File: src/rtl/mem_copy_dma_if.sv
// Memory-port bundle between the copy DMA (master) and one port of the
// dual-port word memory (slave).
//   mem_addr   : request word address
//   mem_wdata  : write data (to memory din)
//   mem_wr     : byte write strobes, 0 = read, 4'hF = full-word write
//   mem_enable : request valid, one cycle per request
//   mem_rdata  : read data (from memory dout)
//   mem_ready  : response valid
interface mem_copy_dma_if #(
  parameter int ADDR_SIZE = 8
);
  logic [ADDR_SIZE-1:0] mem_addr;
  logic [31:0]          mem_wdata;
  logic [3:0]           mem_wr;
  logic                 mem_enable;
  logic [31:0]          mem_rdata;
  logic                 mem_ready;

  modport master (
    output mem_addr, mem_wdata, mem_wr, mem_enable,
    input  mem_rdata, mem_ready
  );

  modport slave (
    input  mem_addr, mem_wdata, mem_wr, mem_enable,
    output mem_rdata, mem_ready
  );
endinterface

File: src/rtl/mem_copy_dma.sv
// Word-copy DMA initiator. Copies `length` words from src_addr upward to
// dst_addr upward, one read followed by one write per word, over the
// memory enable/ready port. Addresses wrap modulo 2**ADDR_SIZE; a responder
// that stays silent for TIMEOUT cycles aborts the transfer with a sticky error.
//   clk, rst   : clock, asynchronous active-high reset
//   start      : start pulse, only honoured while idle
//   src_addr   : first source word address
//   dst_addr   : first destination word address
//   length     : number of words (0..2**ADDR_SIZE)
//   busy       : transfer in progress
//   done       : one-cycle completion pulse
//   error      : sticky timeout flag, cleared by the next accepted start
//   mem        : memory port (master side)
module mem_copy_dma #(
  parameter int ADDR_SIZE = 8,
  parameter int TIMEOUT   = 15
) (
  input  logic                 clk,
  input  logic                 rst,
  input  logic                 start,
  input  logic [ADDR_SIZE-1:0] src_addr,
  input  logic [ADDR_SIZE-1:0] dst_addr,
  input  logic [ADDR_SIZE:0]   length,
  output logic                 busy,
  output logic                 done,
  output logic                 error,
  mem_copy_dma_if.master       mem
);

  typedef enum logic [2:0] {
    IDLE, RD_REQ, RD_WAIT, WR_REQ, WR_WAIT, FIN, ERR
  } state_t;

  localparam logic [ADDR_SIZE-1:0] ADDR_ONE  = 1;
  localparam logic [ADDR_SIZE:0]   CNT_ONE   = 1;
  localparam logic [ADDR_SIZE:0]   CNT_ZERO  = '0;
  localparam logic [7:0]           WAIT_LAST = 8'(TIMEOUT - 1);

  state_t               state_q;
  logic [ADDR_SIZE-1:0] src_q;
  logic [ADDR_SIZE-1:0] dst_q;
  logic [ADDR_SIZE:0]   cnt_q;
  logic [7:0]           wait_q;
  logic                 busy_q;
  logic                 done_q;
  logic                 error_q;
  logic [ADDR_SIZE-1:0] addr_q;
  logic [31:0]          wdata_q;   // also serves as the captured read word
  logic [3:0]           wr_q;
  logic                 en_q;

  assign busy           = busy_q;
  assign done           = done_q;
  assign error          = error_q;
  assign mem.mem_addr   = addr_q;
  assign mem.mem_wdata  = wdata_q;
  assign mem.mem_wr     = wr_q;
  assign mem.mem_enable = en_q;

  // Outputs are computed for the state being entered, so each state's
  // outputs are visible throughout the cycle that state occupies.
  always_ff @(posedge clk or posedge rst) begin
    if (rst) begin
      state_q <= IDLE;
      src_q   <= '0;
      dst_q   <= '0;
      cnt_q   <= '0;
      wait_q  <= '0;
      busy_q  <= 1'b0;
      done_q  <= 1'b0;
      error_q <= 1'b0;
      addr_q  <= '0;
      wdata_q <= '0;
      wr_q    <= '0;
      en_q    <= 1'b0;
    end else begin
      en_q   <= 1'b0;
      wr_q   <= '0;
      done_q <= 1'b0;
      unique case (state_q)
        IDLE: begin
          if (start) begin
            src_q   <= src_addr;
            dst_q   <= dst_addr;
            cnt_q   <= length;
            error_q <= 1'b0;
            if (length == CNT_ZERO) begin
              state_q <= FIN;
              done_q  <= 1'b1;
            end else begin
              state_q <= RD_REQ;
              busy_q  <= 1'b1;
              en_q    <= 1'b1;
              addr_q  <= src_addr;
            end
          end
        end
        RD_REQ: begin
          state_q <= RD_WAIT;
          wait_q  <= '0;
        end
        RD_WAIT: begin
          if (mem.mem_ready) begin
            state_q <= WR_REQ;
            en_q    <= 1'b1;
            wr_q    <= 4'hF;
            addr_q  <= dst_q;
            wdata_q <= mem.mem_rdata;
          end else if (wait_q == WAIT_LAST) begin
            state_q <= ERR;
            busy_q  <= 1'b0;
            error_q <= 1'b1;
          end else begin
            wait_q <= wait_q + 8'd1;
          end
        end
        WR_REQ: begin
          state_q <= WR_WAIT;
          wait_q  <= '0;
        end
        WR_WAIT: begin
          if (mem.mem_ready) begin
            src_q <= src_q + ADDR_ONE;
            dst_q <= dst_q + ADDR_ONE;
            cnt_q <= cnt_q - CNT_ONE;
            if (cnt_q == CNT_ONE) begin
              state_q <= FIN;
              busy_q  <= 1'b0;
              done_q  <= 1'b1;
            end else begin
              state_q <= RD_REQ;
              en_q    <= 1'b1;
              addr_q  <= src_q + ADDR_ONE;
            end
          end else if (wait_q == WAIT_LAST) begin
            state_q <= ERR;
            busy_q  <= 1'b0;
            error_q <= 1'b1;
          end else begin
            wait_q <= wait_q + 8'd1;
          end
        end
        FIN:     state_q <= IDLE;
        ERR:     state_q <= IDLE;
        default: state_q <= IDLE;
      endcase
    end
  end

endmodule

File: src/flat_wrapper.sv
// flat-port wrapper written by rule: the top's interface ports become plain ports
module mem_copy_dma_flat 
#(
  parameter int ADDR_SIZE = 8,
  parameter int TIMEOUT   = 15
)
  (clk, rst, start, src_addr, dst_addr, length, busy, done, error, mem_mem_addr, mem_mem_wdata, mem_mem_wr, mem_mem_enable, mem_mem_rdata, mem_mem_ready);
  mem_copy_dma_if #(.ADDR_SIZE(ADDR_SIZE)) mem_i ();
  input  logic clk;
  input  logic rst;
  input  logic start;
  input  logic [ADDR_SIZE-1:0] src_addr;
  input  logic [ADDR_SIZE-1:0] dst_addr;
  input  logic [ADDR_SIZE:0] length;
  output logic busy;
  output logic done;
  output logic error;
  output wire logic [$bits(mem_i.mem_addr)-1:0] mem_mem_addr;
  output wire logic [$bits(mem_i.mem_wdata)-1:0] mem_mem_wdata;
  output wire logic [$bits(mem_i.mem_wr)-1:0] mem_mem_wr;
  output wire logic [$bits(mem_i.mem_enable)-1:0] mem_mem_enable;
  input wire logic [$bits(mem_i.mem_rdata)-1:0] mem_mem_rdata;
  input wire logic [$bits(mem_i.mem_ready)-1:0] mem_mem_ready;
  assign mem_mem_addr = mem_i.mem_addr;
  assign mem_mem_wdata = mem_i.mem_wdata;
  assign mem_mem_wr = mem_i.mem_wr;
  assign mem_mem_enable = mem_i.mem_enable;
  assign mem_i.mem_rdata = mem_mem_rdata;
  assign mem_i.mem_ready = mem_mem_ready;
  mem_copy_dma #(.ADDR_SIZE(ADDR_SIZE), .TIMEOUT(TIMEOUT)) u_core (.clk(clk), .rst(rst), .start(start), .src_addr(src_addr), .dst_addr(dst_addr), .length(length), .busy(busy), .done(done), .error(error), .mem(mem_i));
endmodule
File: config.mk
export PLATFORM = sky130hd
export DESIGN_NAME = mem_copy_dma_flat
export DESIGN_NICKNAME = d
export VERILOG_FILES = /design/src/rtl/mem_copy_dma_if.sv /design/src/rtl/mem_copy_dma.sv /design/src/flat_wrapper.sv
export SDC_FILE = /design/constraint.sdc
export NUM_CORES = 1
export LEC_CHECK = 0
export CAP_MARGIN = 20
export CORE_MARGIN = 2
export CORE_UTILIZATION = 44
export CTS_BUF_LIST = sky130_fd_sc_hd__clkbuf_16
export CTS_CLUSTER_SIZE = 30
export DETAILED_ROUTE_END_ITERATION = 8
export PLACE_DENSITY = 0.77
export SYNTH_ARGS = -nofsm -noshare
export SYNTH_HDL_FRONTEND = slang
export SYNTH_SLANG_ARGS = --single-unit
File: constraint.sdc
create_clock -name clk -period 2.2 [get_ports clk]
set_input_delay 0.33 -clock clk [delete_from_list [all_inputs] [get_ports clk]]
set_output_delay 0.33 -clock clk [all_outputs]
set_load 0.005 [all_outputs]
Yosys cells after proc, flatten, opt, wreduce, memory -nomap -nowiden
Cells that the tools add are included.
{"block": "word_totals", "in_bits": 61, "register_bits": 84, "output_inout_bits": 48}
{"block": "op_classes", "reduce_logical": 14, "n_addsub": 4, "n_eq_ne": 16, "n_mux": 49}
{"cell": "two-way mux 8 bit", "n": 11}
{"cell": "case mux 8 bit (2 select lines)", "n": 3}
{"cell": "adder 8 x 1 -> 8 bit (second input constant)", "n": 3}
{"cell": "case mux 8 bit (3 select lines)", "n": 1}
{"cell": "two-way mux 1 bit", "n": 18}
{"cell": "two-way mux 3 bit", "n": 6}
{"cell": "two-way mux 9 bit", "n": 2}
{"cell": "case mux 9 bit (2 select lines)", "n": 1}
{"cell": "!= test 2 bit (second input constant)", "n": 8}
{"cell": "case mux 3 bit (5 select lines)", "n": 1}
{"cell": "== test 9 x 1 -> 1 bit (second input constant)", "n": 1}
{"cell": "logical NOT 9 bit", "n": 1}
{"cell": "subtractor 9 x 1 -> 9 bit (second input constant)", "n": 1}
{"cell": "== test 8 x 4 -> 1 bit (second input constant)", "n": 1}
{"cell": "two-way mux 4 bit", "n": 2}
{"cell": "== test 3 x 2 -> 1 bit (second input constant)", "n": 2}
{"cell": "case mux 1 bit (3 select lines)", "n": 2}
{"cell": "AND reduction 3 bit", "n": 2}
{"cell": "AND reduction 6 bit", "n": 1}
{"cell": "nonzero test 2 bit", "n": 3}
{"cell": "AND reduction 5 bit", "n": 1}
{"cell": "case mux 1 bit (2 select lines)", "n": 2}
{"cell": "AND reduction 4 bit", "n": 1}
{"cell": "OR reduction 2 bit", "n": 2}
{"cell": "7 further kinds", "n": 7}

Longest topological paths before layout
{"block": "logic_depth", "ltp_word": 4, "depth_mapped": 9, "depth_no_buf": 7}

Worst setup path before layout
No wires, ideal clock.
{"block": "synth_timing", "path_type": "input to register", "from": "input length[2]", "to": "register u_core.addr_q[0] (netlist: u_core.mem.mem_addr[0])", "setup_slack_ns": 0.366, "t_required_ns": 2.075, "arrival_time_ns": 1.708, "setup_ns": 0.125, "path_buffers": 1, "stages": 6, "path_cell_list": "or4_4 > nor4_4 > nand2_1 > o211a_1 > buf_6 > mux2_4"}
{"block": "synth_via", "elab_chain_cells": 3}
{"element": "start, declared", "line_no": "flat_wrapper.sv:14", "text": "input logic [ADDR_SIZE:0] length;"}
{"element": "logical NOT 9 bit", "line_no": "mem_copy_dma.sv:87", "text": "if (length == CNT_ZERO) begin"}
{"element": "!= test 2 bit (no line)"}
{"element": "AND reduction 6 bit (no line)"}
{"element": "end signal, assigned", "line_no": "mem_copy_dma.sv:94", "text": "addr_q <= src_addr;"}
{"element": "end signal, assigned", "line_no": "mem_copy_dma.sv:107", "text": "addr_q <= dst_q;"}
{"element": "end signal, assigned", "line_no": "mem_copy_dma.sv:133", "text": "addr_q <= src_q + ADDR_ONE;"}
{"element": "end, declared", "line_no": "mem_copy_dma.sv:47", "text": "logic [ADDR_SIZE-1:0] addr_q;"}
No other way between the ends.
A chain may end at the register's enable or synchronous reset.

Worst setup path after layout
Ends and elaborated chain as after synthesis.

==> impl_metrics.yaml <==
clocking:
  clkSinkCount: 81
  cts_root_buffer: "clkbuf_16"
  cts_inserted_buffers: 9
  clock_latency_ps: 340
  cts_max_path_buffers: 2
  path_clk_slew_ps: 70
  cts_hold_buf: 0
  htreeDepth: 3
  cts_tree: "built"
logic_synthesis:
  synth_nets: 467
  synth-seq-cells: 81
  synth_edf_count: 0
  synth-main-ff-cell: "dfrtp_1"
  yosys_warnings: 0
  yosysSeqAreaShare: 0.495
  synth.cell_area_um2: 4100
  async_reset_ff_frac: 1.00
  synth.avg_cell_area_um2: 10.2
  synth_cell_types: 51
  netlist_instances: 400
drt:
  dr.pass1.iters: 8
  wl_mm: 10.6
  wl_per_cell_um: 16.6
  dr.first_iter.drc_count: 257
  avgViaCountPerCell: 5.63
  drc: 0
  routed-via-count: 3580
  ant_nets: 0
layout:
  drive_above_1_share: 0.168
  final_cell_mix: "108 x clkdlybuf4s50_1, 81 x dfrtp_1, 36 x nand2_1, 32 x mux2_2, 32 x o21ai_0"
  final_area_um2: 5770
  final_common_cell: "clkdlybuf4s50_1"
  syn_to_final_growth_pct: 40.8
  fillers: 723
  nNetsFinal: 587
  finalCoreUtilization: 0.630
  diodes: 0
hold_path:
  worstHoldPathType: "in -> async"
global_routing:
  grt_pass1_wl_mm: 17.4
  antenna_found_initial: 0
  grt_pass1_vias: 3469
  grt_max_degree: 44
  grt_usage: 0.218
  overflow: 0
floorplan:
  die-area_um2: 10100
  coreArea_um2: 9150
  fp.dieW_um: 101
  io_pins: 109
  fp.dieH_um: 101
  initial_core_util: 0.448
  rows: 35
worst_setup_path:
  start_kind: "input port"
  crit_path_end_kind: "flip-flop"
  crit_chain: "clkdlybuf4s50_1 > or4_4 > nor4_4 > nand2_1 > o211a_2 > mux2_4"
  path_buf_inv: 1
  cp.required_ps: 2420
  max_stage_delay_ps: 560
  crit_family: "simple AND/OR/NAND/NOR gates"
  cp_slowest_cell: "or4_4"
  crit_fanout: 8
  crit_arrival_ps: 2250
  crit_type: "in -> reg"
timing:
  fin_tns_setup_ps: 0
  rsz0062_at_grt: "no"
  tightest_slew_ps: 585
  slew_headroom: 0.606
  final.period_utilization: 0.921
  finalSetupViolCount: 0
  report.final.slew_viol_count: 0
  hold_viol_final: 0
  clock.fmax_mhz: 493
  holdWs_ps: 337
  fin_crit_ps: 2030
  fin_skew_ps: 6.56
run:
  maxCapViolations: 0
pwr:
  p_leak_nw: 2.39
  p_per_area_nw_per_um2: 1370
  finalPower_w: 0.00791
  vdd_drop_max_v: 0.000565
placed_design:
  gp_congestion: 0.914
  dpl_cell_area_um2: 5450
  dp_hpwl_mm: 7.73
  portBuffers: 108
outcome:
  outcome: "completed"
where the power goes:
part           total (W)  internal (W)  switching, W
Clock            0.00151      0.000889      0.000623
Sequential       0.00276       0.00217      0.000587
Combinational    0.00365       0.00207       0.00157
Total            0.00791       0.00513       0.00278
flip-flops by register name (all words and copies together), names as in the netlist:
register,count
u_core.busy,1
u_core.cnt_q,9
u_core.done,1
u_core.dst_q,8
u_core.error,1
u_core.mem.mem_addr,8
u_core.mem.mem_enable,1
u_core.mem.mem_wdata,32
u_core.mem.mem_wr,1
u_core.src_q,8
u_core.state_q,3
u_core.wait_q,8
final cells by class:
class	instances	area (um2)	area share
inverter	12	48.8	0.00846
multi-input combinational	281	1920	0.333
timing repair buffer	135	1330	0.231
clock buffer	9	225	0.0390
sequential	81	2030	0.351
tap	111	139	0.0241
clock inverter	7	76.3	0.0132
logic make-up after synthesis:
kind of cell	synth area share
simple gates	0.148
compound gates	0.158
flops	0.495
mux	0.117
buf+inv	0.0424
xor+xnor	0.0214
fa+ha+maj	0.0183
Yosys cell counts, types with 4 or more instances:
cell,n,share of area
a21oi_1,24,0.029
nand4_1,5,0.0076
dfrtp_1,81,0.49
mux2_2,32,0.088
xnor2_1,6,0.013
nor3_1,5,0.0061
inv_1,12,0.011
xor2_1,4,0.0085
ha_1,6,0.018
clkbuf_1,12,0.011
nand3_1,18,0.022
nor2b_1,4,0.0061
buf_2,10,0.012
a22o_1,5,0.011
o21ai_0,32,0.039
nand2_1,36,0.033
and3_1,7,0.011
o22ai_1,7,0.011
a22oi_1,11,0.020
nor2_1,27,0.025
mux2_4,6,0.022
worst register-to-register path, delay by kind of cell (launching register included):
family,cells,cell delay (ps)
adders and majority gates,1,160
DFF,1,370
buffers and inverters,1,100
muxes,1,320
and+or+nand+nor,2,500
AOI/OAI and AO/OA,1,410
metal layers:
layer | vias up | track usage | share of wire
met1 | 1725 | 0.280 | 0.43
met4 | 0 | 0.0738 | 0.014
met5 | - | 0 | 0
met3 | 18 | 0.0361 | 0.061
met2 | 144 | 0.376 | 0.50
li1 | 1693 | - | -
repair_timing:
action                     in CTS  in global routing
resized for setup               0                  3
buffers inserted                0                  0
setup endpoints to repair       0                  2
hold endpoints to repair        0                  0
metrics by stage:
step	setup slack, ps	cells
2_1_floorplan	366	400
3_3_place_gp	-250	620
3_5_place_dp	-272	620
4_1_cts	79.3	636
5_1_grt	87.0	636
6_report	173	636
worst paths after layout:
| check | from | end | slack [ps] | cells past startpoint |
|---|---|---|---|---|
| min in group clk | u_core.mem.mem_wdata[1] | u_core.mem.mem_wdata[1] | 500 | 1 |
| worst min register to register | u_core.mem.mem_wdata[1] | u_core.mem.mem_wdata[1] | 500 | 1 |
| max in group asynchronous | rst | u_core.mem.mem_wdata[10] | 1320 | 3 |
| worst max-delay path | length[2] | u_core.mem.mem_addr[0] | 170 | 6 |
| worst min-delay path | rst | u_core.mem.mem_wdata[21] | 340 | 2 |
| worst max register to register | u_core.cnt_q[1] | u_core.mem.mem_addr[0] | 220 | 6 |
Power figures use the tool's default switching activity.
